==> config.mk <==
export PLATFORM = sky130hd
export DESIGN_NAME = game_ctrl_flat
export DESIGN_NICKNAME = d
export VERILOG_FILES = /design/src/rtl/game_ctrl_if.sv /design/src/rtl/game_ctrl.sv /design/src/flat_wrapper.sv
export SDC_FILE = /design/constraint.sdc
export NUM_CORES = 1
export LEC_CHECK = 0
export CORE_ASPECT_RATIO = 1.5
export CORE_UTILIZATION = 33
export DETAILED_ROUTE_END_ITERATION = 7
export DONT_BUFFER_PORTS = 1
export PLACE_DENSITY = 0.47
export SLEW_MARGIN = 25
export SYNTH_ARGS = -nofsm -noshare
export SYNTH_HDL_FRONTEND = slang
export SYNTH_SLANG_ARGS = --single-unit
==> constraint.sdc <==
create_clock -name frame_clk -period 2 [get_ports frame_clk]
set_clock_uncertainty 0.15 [all_clocks]
set_input_delay 0.4 -clock frame_clk [delete_from_list [all_inputs] [get_ports frame_clk]]
set_output_delay 0.4 -clock frame_clk [all_outputs]
set_load 0.03 [all_outputs]
==> src/rtl/game_ctrl_if.sv <==
// Handshake bundle between the game controller, its buttons and the bird sprite stage.
interface game_ctrl_if #(
    parameter int unsigned SCORE_W = 10
);
    logic               btn_flap;
    logic               btn_down;
    logic               btn_start;
    logic               out_of_bound;
    logic               collide;
    logic               pass_pipe;
    logic [1:0]         state;
    logic               up;
    logic               down;
    logic [SCORE_W-1:0] score;
    logic [SCORE_W-1:0] best_score;
    logic               new_best;

    modport master (
        output btn_flap, btn_down, btn_start, out_of_bound, collide, pass_pipe,
        input  state, up, down, score, best_score, new_best
    );

    modport slave (
        input  btn_flap, btn_down, btn_start, out_of_bound, collide, pass_pipe,
        output state, up, down, score, best_score, new_best
    );
endinterface

==> src/rtl/game_ctrl.sv <==
// Frame-rate game FSM: turns button presses into per-frame up/down commands and keeps scores.
module game_ctrl #(
    parameter int unsigned FLAP_FRAMES = 8,
    parameter int unsigned OVER_HOLD   = 60,
    parameter int unsigned SCORE_W     = 10
) (
    input  logic       frame_clk,
    input  logic       rstn,
    game_ctrl_if.slave bus
);
    localparam logic [1:0] ST_IDLE    = 2'd0;
    localparam logic [1:0] ST_RUNNING = 2'd1;
    localparam logic [1:0] ST_OVER    = 2'd2;

    localparam logic [7:0]         FLAP_LD   = 8'(FLAP_FRAMES);
    localparam logic [7:0]         HOLD_MAX  = 8'(OVER_HOLD);
    localparam logic [SCORE_W-1:0] SCORE_MAX = '1;

    logic [1:0]         r_state;
    logic               r_up;
    logic               r_down;
    logic [SCORE_W-1:0] r_score;
    logic [SCORE_W-1:0] r_best;
    logic               r_new_best;
    logic [7:0]         r_flap_cnt;
    logic [7:0]         r_hold_cnt;
    logic               r_flap_q;
    logic               r_down_q;
    logic               r_start_q;

    logic       w_flap_press;
    logic       w_start_press;
    logic       w_dead;
    logic [7:0] w_flap_next;
    logic       w_up_next;

    assign w_flap_press  = bus.btn_flap  & ~r_flap_q;
    assign w_start_press = bus.btn_start & ~r_start_q;
    assign w_dead        = bus.out_of_bound | bus.collide;

    // A press reloads the counter outright, so overlapping flaps never accumulate.
    assign w_flap_next = w_flap_press          ? FLAP_LD :
                         (r_flap_cnt != 8'd0)  ? r_flap_cnt - 8'd1 : '0;
    assign w_up_next   = (w_flap_next != 8'd0);

    always_ff @(posedge frame_clk or negedge rstn) begin
        if (!rstn) begin
            r_state    <= ST_IDLE;
            r_up       <= 1'b0;
            r_down     <= 1'b0;
            r_score    <= '0;
            r_best     <= '0;
            r_new_best <= 1'b0;
            r_flap_cnt <= '0;
            r_hold_cnt <= '0;
            r_flap_q   <= 1'b0;
            r_down_q   <= 1'b0;
            r_start_q  <= 1'b0;
        end else begin
            r_flap_q  <= bus.btn_flap;
            r_down_q  <= bus.btn_down;
            r_start_q <= bus.btn_start;
            case (r_state)
                ST_IDLE: begin
                    r_up   <= 1'b0;
                    r_down <= 1'b0;
                    if (w_start_press | w_flap_press) begin
                        r_state    <= ST_RUNNING;
                        r_score    <= '0;
                        r_new_best <= 1'b0;
                        r_flap_cnt <= '0;
                    end
                end
                ST_RUNNING: begin
                    // Death wins over a same-frame pass; best is judged on the pre-death score.
                    if (w_dead) begin
                        r_state    <= ST_OVER;
                        r_hold_cnt <= '0;
                        r_up       <= 1'b0;
                        r_down     <= 1'b0;
                        r_flap_cnt <= '0;
                        if (r_score > r_best) begin
                            r_best     <= r_score;
                            r_new_best <= 1'b1;
                        end
                    end else begin
                        r_flap_cnt <= w_flap_next;
                        r_up       <= w_up_next;
                        r_down     <= bus.btn_down & ~w_up_next;
                        if (bus.pass_pipe && (r_score != SCORE_MAX))
                            r_score <= r_score + 1'b1;
                    end
                end
                ST_OVER: begin
                    r_up   <= 1'b0;
                    r_down <= 1'b0;
                    if (r_hold_cnt != HOLD_MAX)
                        r_hold_cnt <= r_hold_cnt + 8'd1;
                    if (w_start_press && (r_hold_cnt == HOLD_MAX)) begin
                        r_state    <= ST_IDLE;
                        r_new_best <= 1'b0;
                    end
                end
                default: begin
                    r_state    <= ST_IDLE;
                    r_up       <= 1'b0;
                    r_down     <= 1'b0;
                    r_score    <= '0;
                    r_best     <= '0;
                    r_new_best <= 1'b0;
                    r_flap_cnt <= '0;
                    r_hold_cnt <= '0;
                end
            endcase
        end
    end

    assign bus.state      = r_state;
    assign bus.up         = r_up;
    assign bus.down       = r_down;
    assign bus.score      = r_score;
    assign bus.best_score = r_best;
    assign bus.new_best   = r_new_best;
endmodule

==> src/flat_wrapper.sv <==
// flat-port wrapper written by rule: the top's interface ports become plain ports
module game_ctrl_flat 
#(
    parameter int unsigned FLAP_FRAMES = 8,
    parameter int unsigned OVER_HOLD   = 60,
    parameter int unsigned SCORE_W     = 10
)
  (frame_clk, rstn, bus_btn_flap, bus_btn_down, bus_btn_start, bus_out_of_bound, bus_collide, bus_pass_pipe, bus_state, bus_up, bus_down, bus_score, bus_best_score, bus_new_best);
  game_ctrl_if #(.SCORE_W(SCORE_W)) bus_i ();
  input  logic frame_clk;
  input  logic rstn;
  input wire logic [$bits(bus_i.btn_flap)-1:0] bus_btn_flap;
  input wire logic [$bits(bus_i.btn_down)-1:0] bus_btn_down;
  input wire logic [$bits(bus_i.btn_start)-1:0] bus_btn_start;
  input wire logic [$bits(bus_i.out_of_bound)-1:0] bus_out_of_bound;
  input wire logic [$bits(bus_i.collide)-1:0] bus_collide;
  input wire logic [$bits(bus_i.pass_pipe)-1:0] bus_pass_pipe;
  output wire logic [$bits(bus_i.state)-1:0] bus_state;
  output wire logic [$bits(bus_i.up)-1:0] bus_up;
  output wire logic [$bits(bus_i.down)-1:0] bus_down;
  output wire logic [$bits(bus_i.score)-1:0] bus_score;
  output wire logic [$bits(bus_i.best_score)-1:0] bus_best_score;
  output wire logic [$bits(bus_i.new_best)-1:0] bus_new_best;
  assign bus_i.btn_flap = bus_btn_flap;
  assign bus_i.btn_down = bus_btn_down;
  assign bus_i.btn_start = bus_btn_start;
  assign bus_i.out_of_bound = bus_out_of_bound;
  assign bus_i.collide = bus_collide;
  assign bus_i.pass_pipe = bus_pass_pipe;
  assign bus_state = bus_i.state;
  assign bus_up = bus_i.up;
  assign bus_down = bus_i.down;
  assign bus_score = bus_i.score;
  assign bus_best_score = bus_i.best_score;
  assign bus_new_best = bus_i.new_best;
  game_ctrl #(.FLAP_FRAMES(FLAP_FRAMES), .OVER_HOLD(OVER_HOLD), .SCORE_W(SCORE_W)) u_core (.frame_clk(frame_clk), .rstn(rstn), .bus(bus_i));
endmodule
# Word level (Yosys, flattened, before mapping)
# Index checks and enable logic that the tools add are counted.
# classes
n_bitwise	11
n_eq_ne	12
n_reduce_logical	12
addsub	3
n_mux	28
order_cmp	1
# ops
operator	count
$mux W10	5
$mux W8	6
$pmux W8 S3	2
$pmux W10 S3	1
$pmux W10 S2	1
$reduce_bool A8 Y1	2
$ne A2 B1 Y1 const B	6
$add A10 B1 Y10 const B	1
$gt A10 B10 Y1	1
$ne A10 B10 Y1 const B	1
$reduce_and A3 Y1	3
$add A8 B1 Y8 const B	1
$eq A8 B6 Y1 const B	1
$mux W1	8
$ne A8 B6 Y1 const B	1
$reduce_and A4 Y1	2
$sub A8 B1 Y8 const B	1
$mux W2	3
$not A1 Y1	6
$pmux W2 S3	1
$and A1 B1 Y1	3
$pmux W1 S3	1
$eq A2 B1 Y1 const B	1
$eq A2 B2 Y1 const B	1
other kinds (6)	8
# totals
ff_bits	43

# Logic depth before layout (Yosys ltp)
# logic_depth
ltp_word	8
mapped_depth	8
ltp_nobuf	7

# Worst setup path after synthesis
# Ideal clock, no wire load.
# synth_path
path_kind	reg-to-reg
start	register u_core.r_score[5], in the netlist u_core.bus.score[5]
end	register u_core.r_best[0], in the netlist u_core.bus.best_score[0]
setup_slack_ns	-0.342
setup_time_ns	0.122
synth_period_minus_slack_ns	2.342
arrival_time_ns	2.071
path_stages_with_launch	8
path_buffers	1
path_cell_list	dfrtp_1 -> ha_1 -> a21oi_1 -> o21ai_0 -> a2111oi_0 -> nor4_1 -> clkbuf_1 -> a32o_1
# synth_between
elab_chain_cells	3
# synth_lines
element	line	source
start, declared	game_ctrl.sv:22	logic [SCORE_W-1:0] r_score;
start signal, assigned	game_ctrl.sv:91	r_score <= r_score + 1'b1;
$gt A10 B10 Y1	game_ctrl.sv:82	if (r_score > r_best) begin
$ne A2 B1 Y1 (no line)	n/a	
$reduce_and A3 Y1 (no line)	n/a	
end signal, assigned	game_ctrl.sv:83	r_best <= r_score;
end, declared	game_ctrl.sv:23	logic [SCORE_W-1:0] r_best;
# No other way between the ends.
# A chain may end at the register's enable or synchronous reset.

# Worst setup path in the final report
# layout_path
start	register u_core.r_best[6], in the netlist u_core.bus.best_score[6]
end	register u_core.r_best[8], in the netlist u_core.bus.best_score[8]
# layout_between
elab_chain_cells	3
# layout_lines
element	line
$gt A10 B10 Y1	game_ctrl.sv:82
$ne A2 B1 Y1 (no line)	n/a
$reduce_and A3 Y1 (no line)	n/a
# No other way between the ends.

==> reports/qor.yml <==
route:
  drc_errors: 0
  drt_iter0_drc: 69
  route.met2.wl_mm: 3.73
  wl_per_cell_um: 16.5
  drt-vias-per-instance: 5.29
  routed_wl_mm: 6.90
  wl_met1_mm: 2.76
  dr.pass1.iters: 4
  wl_met3_um: 258
  ant_nets: 0
  num_vias: 2217
  top_layer: "met4"
timing:
  setup_viol: 24
  hold_viol_final: 0
  period_share: 1.09
  fin_crit_ps: 2180
  setup_slack_ps: -184
  max_freq_ghz: 0.458
  hold_ws_ps: 65.7
  max_slew_margin: 0.714
  maxSlewViolCount: 0
  worst_pin_slew_ps: 424
  rsz0062_at_grt: "yes"
grt:
  antenna_found_initial: 0
  track_usage: 0.187
  grt_pass1_vias: 2239
  overflow: 0
  grt_max_degree: 44
  grt_pass1_wl_mm: 11.1
place:
  place_inst: 402
  io_buffers: 0
  gp_congestion: 0.811
  dp_hpwl_mm: 5.01
setup_path:
  worstPathRequired_ps: 2040
  crit_chain: "inv_1 -> ha_1 -> nand4_1 -> inv_1 -> a2111oi_2 -> buf_4 -> nor4_2 -> buf_4 -> a32o_1"
  r2r_end: "u_core.bus.best_score[8]$_DFFE_PN0P_"
  cp.arrival_ps: 2230
  crit_type: "flip-flop to flip-flop"
  regToRegStartpoint: "u_core.bus.best_score[6]$_DFFE_PN0P_"
  slowest_delay_ps: 380
  rr_worst_depth: 9
  cp-start-kind: "flip-flop"
  rrSetupSlack_ps: -180
  worstSetupEndpointType: "flip-flop"
  crit_start: "u_core.bus.best_score[6]$_DFFE_PN0P_"
  endpoint: "u_core.bus.best_score[8]$_DFFE_PN0P_"
  cp_max_fo: 6
  cp_slowest_cell: "a2111oi_2"
die:
  dieWidth_um: 73.0
  start_util: 0.343
  die-area_um2: 7920
  fp-row-count: 38
  die_height_um: 108
  core_area_um2: 7270
  pin_count: 33
synthesis:
  ys_warn_count: 0
  synth_edf_count: 0
  syn_area_um2: 2490
  ys.flop_type: "dfrtp_1"
  ys_types: 52
  synth_top_cell_by_area: "dfrtp_1"
  synth_area_leaders: "dfrtp_1 43%, ha_1 7.5%, a32o_1 4.0%"
  syn_nets: 277
  ys_ff_latch: 43
  avgSynthCellArea_um2: 9.82
  syn_inst: 254
  async_flop_share: 1.00
  yosysSeqAreaShare: 0.431
  yosysTopAreaCellShare: 0.431
pwr:
  p_leak_nw: 1.45
  irDropWorstVdd_mv: 0.580
  swShare: 0.378
  power_mw: 2.42
  p_int_mw: 1.50
  pwr-share-seq: 0.433
  clkPwrFrac: 0.231
  pwr-share-comb: 0.336
  power_per_cell_area_nw_per_um2: 706
  netSwitchingPower_uw: 914
clock_tree:
  path_clk_slew_ps: 90
  htree_levels: 2
  tritoncts: "done"
  cts-root-buf: "clkbuf_8"
  cts_num_sinks: 43
  cts.path.max_buffers: 2
  numCtsBuffers: 5
  clock_latency_ps: 310
worst_hold_path:
  hold_start: "bus_btn_down"
  min_path_type: "input port to flip-flop"
cells_and_area:
  nFillCells: 716
  area_growth_pct: 37.2
  nets: 341
  layout-drive-gt1-share: 0.426
  antennaDiodeCount: 0
  fin_cells: 419
run_status:
  violations: "negative setup slack"
  status: "finished, violations left"
run:
  maxCapViolCount: 0
-- cell usage in the layout (no fill, tap or decap), types with 4 or more instances in the layout --
cell	instances
a211oi_1	4
a21oi_1	10
a21oi_2	5
a32o_1	10
buf_4	58
clkbuf_8	5
dfrtp_1	23
dfrtp_2	20
ha_1	7
ha_4	7
inv_1	15
inv_2	5
nand2_1	14
nand2b_1	7
nand3_1	8
nand4_1	8
nor2_1	18
o21ai_0	7
o21ai_1	7
o31ai_1	7
xnor2_1	4
xor2_1	4
-- power groups by stage --
stage / Clock [mW] / Sequential (mW) / Combinational (mW)
6_report: 0.559 / 1.05 / 0.811
5_1_grt: 0.613 / 1.06 / 0.902
4_1_cts: 0.584 / 1.05 / 0.798
3_5_place_dp: 0 / 1.06 / 0.747
3_3_place_gp: 0 / 1.06 / 0.742
2_1_floorplan: 0 / 1.06 / 0.441
-- worst min-delay path by stage --
stage	endpoint	slack (ps)	cells after the start
after floorplan	u_core.bus.best_score[0]$_DFFE_PN0P_	-50	0
after global placement	u_core.bus.best_score[1]$_DFFE_PN0P_	-40	0
after detailed placement	u_core.bus.best_score[2]$_DFFE_PN0P_	-40	0
after CTS	u_core.bus.down$_DFF_PN0_	60	1
after global routing	u_core.bus.down$_DFF_PN0_	60	1
final	u_core.bus.down$_DFF_PN0_	70	1
-- cells by family after synthesis --
kind of cell	share of synthesized area
AO/OA/AOI/OAI	0.217
XOR/XNOR	0.0316
adder cells (fa/ha/maj)	0.0752
buffers and inverters	0.0486
flip-flops	0.431
multiplexers	0.00451
AND/OR/NAND/NOR	0.192
-- final cells by class --
class	count	area (µm²)	share of cell area
multi-input combinational	182	1500	0.437
sequential	43	1100	0.322
timing repair buffer	65	536	0.156
tap	100	125	0.0366
inverter	21	81.3	0.0238
clock buffer	5	68.8	0.0201
clock inverter	3	15.0	0.00439
-- metrics by stage --
stage	setup WS [ps]	utilization	setup TNS [ps]	area, µm²
floorplan	-158	-	-1360	2600
global placement	-213	0.425	-3380	3090
detailed placement	-239	0.425	-3740	3090
CTS	-194	0.454	-2930	3310
global route	-312	0.470	-5090	3420
finish	-184	0.470	-2470	3420
-- sequential cells by signal, indices dropped and copies added, names as in the netlist --
name,count
u_core.bus.best_score,10
u_core.bus.score,10
u_core.r_flap_cnt,8
u_core.r_hold_cnt,8
u_core.bus.state,2
u_core.bus.down,1
u_core.bus.new_best,1
u_core.bus.up,1
u_core.r_flap_q,1
u_core.r_start_q,1
-- repair_timing --
| item | CTS | global route |
|---|---|---|
| endpoints found under the hold margin | 45 | 0 |
| endpoints found under the setup margin | 30 | 28 |
| gates resized for setup | 12 | 33 |
| buffers inserted | 2 | 4 |
| hold buffers | 4 | 0 |
| pin swaps | 5 | 10 |
-- cells in the mapped netlist (2+ instances only) --
| cell type | n |
|---|---|
| a32o_1 | 10 |
| nand2_1 | 14 |
| nor4_1 | 2 |
| xor2_1 | 5 |
| nor2_1 | 23 |
| o31ai_1 | 7 |
| buf_2 | 3 |
| or4_1 | 5 |
| xnor2_1 | 4 |
| inv_1 | 21 |
| dfrtp_1 | 43 |
| a211oi_1 | 5 |
| ha_1 | 15 |
| a21oi_2 | 2 |
| o21ai_0 | 17 |
| nand2b_1 | 7 |
| a21oi_1 | 13 |
| a22o_1 | 2 |
| o41ai_1 | 3 |
| and3_1 | 2 |
| nor3_1 | 3 |
| nand3_1 | 8 |
| nand4_1 | 8 |
| or3_1 | 3 |
| clkbuf_1 | 2 |
-- worst max-delay path: cells and delay by family (launching register included) --
family          cells  cell delay (ps)
compound gates      2              590
buf+inv             4              460
flops               1              370
fa+ha+maj           1              290
simple gates        2              220
-- layer usage --
layer  track usage  vias to the layer above
li1              -                     1074
met1         0.199                     1073
met2         0.354                       58
met3        0.0373                       12
met4        0.0686                        0
met5             0                        -
(Power assumes the default switching activity.)
